## src/rtl/issue_queue_pkg.sv

```systemverilog
// Shared types for the dispatch-to-issue instruction queue.
// iq_entry_t pairs a decoded instruction with its ROB slot.
package issue_queue_pkg;

   localparam int IQ_DEPTHLOG2 = 4;

   typedef struct packed {
      logic [31:0] pc;
      logic [6:0]  opcode;
      logic [4:0]  rd;
      logic [4:0]  rs1;
      logic [4:0]  rs2;
   } dec_inst_t;

   typedef struct packed {
      dec_inst_t  inst;
      logic [5:0] rob_slot;
   } iq_entry_t;

endpackage

```

## src/rtl/issue_queue_ram.sv

```systemverilog
// Entry storage: multi-write-port register array with asynchronous read ports.
// Addresses arrive already wrapped; write addresses within a cycle are distinct.
module issue_queue_ram
   import issue_queue_pkg::*;
#(
   parameter int AW = 4,
   parameter int NW = 2,
   parameter int NR = 4
) (
   input  logic            clock,
   input  logic [NW-1:0]   we,
   input  logic [AW-1:0]   waddr [NW],
   input  iq_entry_t       wdata [NW],
   input  logic [AW-1:0]   raddr [NR],
   output iq_entry_t       rdata [NR]
);

   iq_entry_t mem [2**AW];

   // Storage is deliberately not reset; readers qualify with ext_valid.
   always_ff @(posedge clock) begin
      for (int k = 0; k < NW; k++) begin
         if (we[k]) mem[waddr[k]] <= wdata[k];
      end
   end

   always_comb begin
      for (int i = 0; i < NR; i++) begin
         rdata[i] = mem[raddr[i]];
      end
   end

endmodule

```

## src/rtl/issue_queue.sv

```systemverilog
// In-order issue queue: up to INSERT_PER_CYCLE inserts and 1..ISSUE_PER_CYCLE
// retires per cycle, full flush on branch. count is the sole full/empty authority.
module issue_queue
   import issue_queue_pkg::*;
#(
   parameter int DEPTHLOG2        = IQ_DEPTHLOG2,
   parameter int ISSUE_PER_CYCLE  = 4,
   parameter int INSERT_PER_CYCLE = 2,
   parameter int ISS_PC_LOG2      = $clog2(ISSUE_PER_CYCLE)
) (
   input  logic                        clock,
   input  logic                        reset,
   input  logic [INSERT_PER_CYCLE-1:0] ins_valid,
   input  iq_entry_t                   ins_entries [INSERT_PER_CYCLE],
   output logic                        ins_ready,
   input  logic                        ext_enable,
   input  logic [ISS_PC_LOG2-1:0]      ext_consumed,
   output logic [ISSUE_PER_CYCLE-1:0]  ext_valid,
   output iq_entry_t                   insns [ISSUE_PER_CYCLE],
   output logic                        empty,
   input  logic                        flush,
   output logic [DEPTHLOG2:0]          count
);

   localparam int DEPTH = 2**DEPTHLOG2;
   localparam int CW    = DEPTHLOG2 + 1;

   // Handshake: an insert is accepted at an edge only when ins_ready (from the
   // registered count) was high; issue retires ext_consumed+1 entries at an edge
   // with ext_enable high, having taken them from insns during that cycle.
   logic [DEPTHLOG2-1:0] rd_ptr, wr_ptr;
   logic [CW-1:0]        free_slots, n_lead, n_ins, n_cons_req, n_cons;
   logic                 lead_run;
   logic [INSERT_PER_CYCLE-1:0] we;
   logic [DEPTHLOG2-1:0] waddr [INSERT_PER_CYCLE];
   logic [DEPTHLOG2-1:0] raddr [ISSUE_PER_CYCLE];

   // Only the leading contiguous run of valid slots counts as inserted.
   always_comb begin
      n_lead   = '0;
      lead_run = 1'b1;
      for (int k = 0; k < INSERT_PER_CYCLE; k++) begin
         lead_run = lead_run & ins_valid[k];
         if (lead_run) n_lead = n_lead + CW'(1);
      end
   end

   assign free_slots = CW'(DEPTH) - count;
   assign ins_ready  = free_slots >= CW'(INSERT_PER_CYCLE);
   assign n_ins      = ins_ready ? n_lead : '0;
   assign n_cons_req = CW'(ext_consumed) + CW'(1);
   assign n_cons     = !ext_enable ? '0 : ((n_cons_req > count) ? count : n_cons_req);
   assign empty      = (count == '0);

   always_comb begin
      for (int k = 0; k < INSERT_PER_CYCLE; k++) begin
         we[k]    = !flush && ins_ready && (CW'(k) < n_lead);
         waddr[k] = wr_ptr + DEPTHLOG2'(k);
      end
      for (int i = 0; i < ISSUE_PER_CYCLE; i++) begin
         raddr[i]     = rd_ptr + DEPTHLOG2'(i);
         ext_valid[i] = count > CW'(i);
      end
   end

   issue_queue_ram #(
      .AW (DEPTHLOG2),
      .NW (INSERT_PER_CYCLE),
      .NR (ISSUE_PER_CYCLE)
   ) u_ram (
      .clock (clock),
      .we    (we),
      .waddr (waddr),
      .wdata (ins_entries),
      .raddr (raddr),
      .rdata (insns)
   );

   always_ff @(posedge clock or posedge reset) begin
      if (reset) begin
         rd_ptr <= '0;
         wr_ptr <= '0;
         count  <= '0;
      end else if (flush) begin
         rd_ptr <= '0;
         wr_ptr <= '0;
         count  <= '0;
      end else begin
         rd_ptr <= rd_ptr + n_cons[DEPTHLOG2-1:0];
         wr_ptr <= wr_ptr + n_ins[DEPTHLOG2-1:0];
         count  <= count + n_ins - n_cons;
      end
   end

`ifndef SYNTHESIS
   always @(posedge clock) begin
      if (!reset && !flush) begin
         if (ext_enable)
            assert (n_cons_req <= count)
               else $warning("issue_queue: consume of %0d exceeds count %0d, clamped", n_cons_req, count);
         if (|ins_valid)
            assert (ins_ready)
               else $warning("issue_queue: insert while not ready, dropped");
         assert ((ins_valid & (ins_valid + 1'b1)) == '0)
            else $warning("issue_queue: non-contiguous ins_valid %b", ins_valid);
      end
   end
`endif

endmodule

```

## config.mk

```make
export PLATFORM = sky130hd
export DESIGN_NAME = issue_queue
export DESIGN_NICKNAME = d
export VERILOG_FILES = /design/src/rtl/issue_queue_pkg.sv /design/src/rtl/issue_queue_ram.sv /design/src/rtl/issue_queue.sv
export SDC_FILE = /design/constraint.sdc
export NUM_CORES = 2
export LEC_CHECK = 0
export CORE_ASPECT_RATIO = 1.1
export CORE_MARGIN = 1
export CORE_UTILIZATION = 59
export DETAILED_ROUTE_END_ITERATION = 10
export HOLD_SLACK_MARGIN = 0.02
export PLACE_DENSITY = 0.86
export RECOVER_POWER = 50
export SLEW_MARGIN = 20
export SYNTH_ARGS = -nofsm -noshare
export SYNTH_HDL_FRONTEND = slang
export SYNTH_SLANG_ARGS = --single-unit
```

## constraint.sdc

```tcl
create_clock -name clock -period 8.2 [get_ports clock]
set_input_delay 1.23 -clock clock [delete_from_list [all_inputs] [get_ports clock]]
set_output_delay 1.23 -clock clock [all_outputs]
set_load 0.01 [all_outputs]
```

After elaboration in Yosys (flattened, before gate mapping) --
Memory sizes are Yosys's and may differ from the RTL's. Index checks and enable logic that the tools add are counted.
Storage, ports and cells: register bits after elaboration 13, RAM bits 960, bits of input ports 128, memories kept 1
Cells by class: add/subtract/negate cells 11, magnitude comparators 8, mux-type cells 12, bitwise gates (word level) 1, reduce and logical (&&, ||, !) cells 5
Memories:
- u_ram.mem | words 16, width 60, read ports 4, clocked after memory_dff 0, wr ports 2, line issue_queue_ram.sv:18 | iq_entry_t mem [2**AW];
Operators with widths (number):
- $mux W5 | 4
- $gt A5 B1 Y1 const B | 2
- $gt A5 B2 Y1 const B | 2
- $lt A1 B5 Y1 const A | 2
- $add A4 B1 Y4 const B | 2
- $add A4 B2 Y4 const B | 2
- $add A4 B4 Y4 | 2
- $mux W4 | 2
- $add A5 B5 Y5 | 1
- $ge A5 B2 Y1 const B | 1
- $gt A3 B5 Y1 | 1
- $logic_not A5 Y1 | 1
- $mux W1 | 5
- $sub A5 B5 Y5 | 1
- $sub A5 B5 Y5 const A | 1
- $add A2 B1 Y3 const B | 1
- $logic_and A1 B1 Y1 | 3
- $add A1 B1 Y2 const B | 1
- $mux W2 | 1
- $and A1 B1 Y1 | 1
- $logic_not A1 Y1 | 1

Longest topological paths before layout --
depth in word-level cells 7, mapped depth 17, gate-level depth less buffers 17

By module --
From an unflattened synthesis, not the netlist that was laid out.
Second synthesis, totals: cell total of the unflattened synthesis 4346, area, all modules 69869.5 um2
By module, submodules not included:
- issue_queue_ram | instances 1, cells an instance 4212, area an instance 68580.8 um2, sequential area each 28827.6 um2
- issue_queue | instances 1, cells an instance 134, area an instance 1288.7 um2, sequential area each 325.3 um2

Least setup slack after synthesis --
Ideal clock, no wire load.
kind reg-to-reg, from register count[1], to memory u_ram.mem[6][0] (netlist name) (enable), library setup time 570 ps, arrival time 6276 ps, required time 7630 ps, slack 1354 ps, stages on the path, launching flop included 8, cell sequence dfrtp_1 > inv_1 > ha_1 > nor3b_1 > ha_1 > o2111a_2 > nor4b_4 > a21boi_0
RTL lines:
- start: declaration | line issue_queue.sv:22 | output logic [DEPTHLOG2:0] count
- start signal: assignment | line issue_queue.sv:91 | count <= count + n_ins - n_cons;
- end: declaration | line issue_queue_ram.sv:18

==> reports/metrics.cfg <==
[clock_network]
cts.sinks = 973
numCtsBuffers = 106
hold_buffers = 0
cts_setup_buffers = 0
cts-root-buf = clkbuf_16
clock_latency_ns = 0.72
clkSlewWorstSetupHoldPaths_ns = 0.07
clk_path_buf_depth = 3
h-tree-depth = 3
cts-resized-gates = 0
tritoncts = built

[logic_synthesis]
synth.net_count = 5020
synthCells = 4863
synth-edff-count = 960
synth_area_per_cell_um2 = 14.5
syn_area_um2 = 70700
synth.distinct_cells = 47
ys_seq_area_frac = 0.412
ys_warn_count = 0
ys_async_sr_fraction = 0.0134
synth_ff_type = edfxtp_1
ys_ff_latch = 973

[critical_path]
critPathLaunchType = flip-flop
r2r_slack_ns = 0.74
path_cells = inv_1 > ha_1 > nor3b_1 > ha_1 > o2111a_1 > nor3_1 > nand2_1 > clkbuf_1 > mux2_2
r2r_cells = 9
r2r-end = u_ram.mem[3][41]$_DFFE_PP_
critical_path.endpoint = u_ram.mem[3][41]$_DFFE_PP_
endpoint_kind = flip-flop
cpMostUsedCell = ha_1
cp.buffers_inverters = 2
crit_fanout = 36
crit_path_top_delay_cell = clkbuf_1
cp.required_ns = 8.64
critical-path-top-delay-family = buffers and inverters
path_depth = 9
critPathMaxStageDelay_ns = 3.10
rr_startpoint = count[0]$_DFF_PP0_
setup.worst_path.class = flip-flop to flip-flop
critical_path_arrival_ns = 7.90
crit_start = count[0]$_DFF_PP0_

[route]
wire_per_inst_um = 36.6
wirelength_um = 239000
viasPerCell = 8.09
via_count = 52900
drtPass1Iterations = 11
drcViolationCount = 2
drtIter0Drc = 10100
antenna_left = 0

[sta]
finalSetupViolations = 0
skew_ns = 0.0373
slew_headroom = -2.21
rsz0062_at_grt = false
max_freq_mhz = 134
hold_violations = 0
maxSlewViolCount = 1192
layout_setup_ws_ns = 0.741
min_period_over_period = 0.910
setup_tns_ns = 0
finalCriticalPeriod_ns = 7.46
tightest_slew_ns = 4.76

[grt]
grt_pass1_vias = 51500
antenna_found_initial = 38
grt_overflow = 0
track_usage = 0.388
grt_max_degree = 161
grt_pass1_wl_um = 343000

[final_layout]
postLayoutCoreUtil = 0.664
synthToLayoutAreaGrowth_pct = 11.1
fill_cells = 7845
layout-drive-gt1-share = 0.394
fin_nets = 5042

[floorplanning]
fp.dieH_um = 365
floorplan.initialDensity = 0.598
core_area_um2 = 118000
die_x_um = 332
rows = 132
io_pins = 379
die_area_um2 = 121000

[power_and_ir_drop]
power_per_cell_area_nw_per_um2 = 323
ir_drop_mv = 0.397
leakagePower_nw = 24.7

[placed_design]
port_buffers = 378
gp_congestion = 0.899
hpwl_um = 134000
pre_cts_slack_ns = 2.08

[min_path]
hold_path_depth = 2
min_path_type = flip-flop to flip-flop

[outcome]
violations = design-rule violations, max-capacitance violations, max-slew violations
status = finished, violations left

[flow_run]
cap_viol_max_count = 46

-- sequential cells by signal, indices dropped and copies added (netlist names) --
register   cells
u_ram.mem    960
count          5
wr_ptr         4
rd_ptr         4
-- cells in the final DEF, fill, tap and decap left out, types with 15 or more instances in the layout --
cell type / Yosys / final
edfxtp_1: 960 / 960
mux4_2: 850 / 850
mux2_2: 845 / 842
nand2_1: 500 / 500
clkdlybuf4s50_1: 0 / 366
mux2i_1: 243 / 243
mux2_1: 115 / 118
clkbuf_16: 0 / 109
nand3_1: 105 / 105
a211oi_1: 95 / 95
a21oi_1: 76 / 76
nor2b_1: 71 / 70
buf_4: 0 / 68
o21ai_0: 63 / 60
a31oi_1: 60 / 60
nand4_1: 51 / 53
a32oi_1: 50 / 50
clkbuf_1: 348 / 50
and3_1: 36 / 36
and2_1: 37 / 35
ha_1: 25 / 23
diode_2: 0 / 22
clkinv_2: 0 / 22
inv_1: 19 / 20
nor2_1: 18 / 15
-- where the power goes --
part	leakage [nW]	total [mW]	switching, mW	internal [mW]
clock	1.67	4.82	2.12	2.71
combinational	14.2	14.6	7.77	6.81
sequential	8.82	5.96	0.266	5.69
-- through the flow --
stage	std cells	total power [mW]	hold slack, ns	area [um^2]
after floorplan	4863	14.7	0.558	70700
after global placement	6311	20.0	0.597	75400
after detailed placement	6315	20.2	0.648	75500
after CTS	6510	25.0	0.666	78900
after global routing	6532	26.0	0.698	78600
final	6535	25.4	0.670	78600
-- worst register-to-register path: stages, from the launching register on --
cell and delay [ns]:
dfrtp_1 0.56, inv_1 0.17, ha_1 0.25, nor3b_1 0.14
ha_1 0.29, o2111a_1 0.36, nor3_1 0.15, nand2_1 1.55
clkbuf_1 3.15, mux2_2 0.58
-- cell type report --
| class | instances | area [um^2] | area share |
|---|---|---|---|
| Multi-Input combinational cell | 3295 | 39200 | 0.500 |
| Sequential cell | 973 | 29200 | 0.371 |
| Timing Repair Buffer | 488 | 4710 | 0.0599 |
| Clock buffer | 142 | 2910 | 0.0371 |
| Tap cell | 1541 | 1930 | 0.0245 |
| Clock inverter | 53 | 469 | 0.00597 |
| Inverter | 21 | 81.3 | 0.00104 |
| Antenna cell | 22 | 55.1 | 0.000701 |
-- metal layers --
metal | vias up | part of all wire | global-route usage | routed length (um)
met4 | 34 | 0.077 | 0.275 | 18300
met5 | - | 0.00095 | 0 | 228
met3 | 1255 | 0.16 | 0.122 | 39100
met2 | 5639 | 0.45 | 0.587 | 108000
met1 | 26000 | 0.31 | 0.477 | 73800
li1 | 19900 | - | - | -
-- cells in the mapped netlist (37+ instances only) --
library cell	n	area share
buf_1	137	0.0073
mux2_2	845	0.13
mux4_2	850	0.27
nand4_1	51	0.0045
a31oi_1	60	0.0053
and2_1	37	0.0033
nand2_1	500	0.027
nor2b_1	71	0.0063
mux2_1	115	0.018
a21oi_1	76	0.0054
o21ai_0	63	0.0045
edfxtp_1	960	0.41
buf_2	71	0.0050
a211oi_1	95	0.010
mux2i_1	243	0.034
nand3_1	105	0.0074
a32oi_1	50	0.0062
clkbuf_1	348	0.018
-- kinds of logic after synthesis --
logic type,share of synthesized area
compound gates,0.0328
xor+xnor,0.00211
fa+ha+maj,0.00555
buf+inv,0.0347
flops,0.412
mux,0.458
other cells,0.0000530
simple gates,0.0547
-- worst min path at each step --
stage,slack [ns],endpoint,from
final,0.67,wr_ptr[2]$_DFF_PP0_,wr_ptr[2]$_DFF_PP0_
after CTS,0.67,wr_ptr[2]$_DFF_PP0_,wr_ptr[2]$_DFF_PP0_
after detailed placement,0.65,wr_ptr[2]$_DFF_PP0_,wr_ptr[2]$_DFF_PP0_
after global placement,0.60,wr_ptr[2]$_DFF_PP0_,wr_ptr[2]$_DFF_PP0_
after global routing,0.70,wr_ptr[2]$_DFF_PP0_,wr_ptr[2]$_DFF_PP0_
after floorplan,0.56,wr_ptr[2]$_DFF_PP0_,wr_ptr[2]$_DFF_PP0_
No activity file was read; power rests on OpenSTA's default activity.
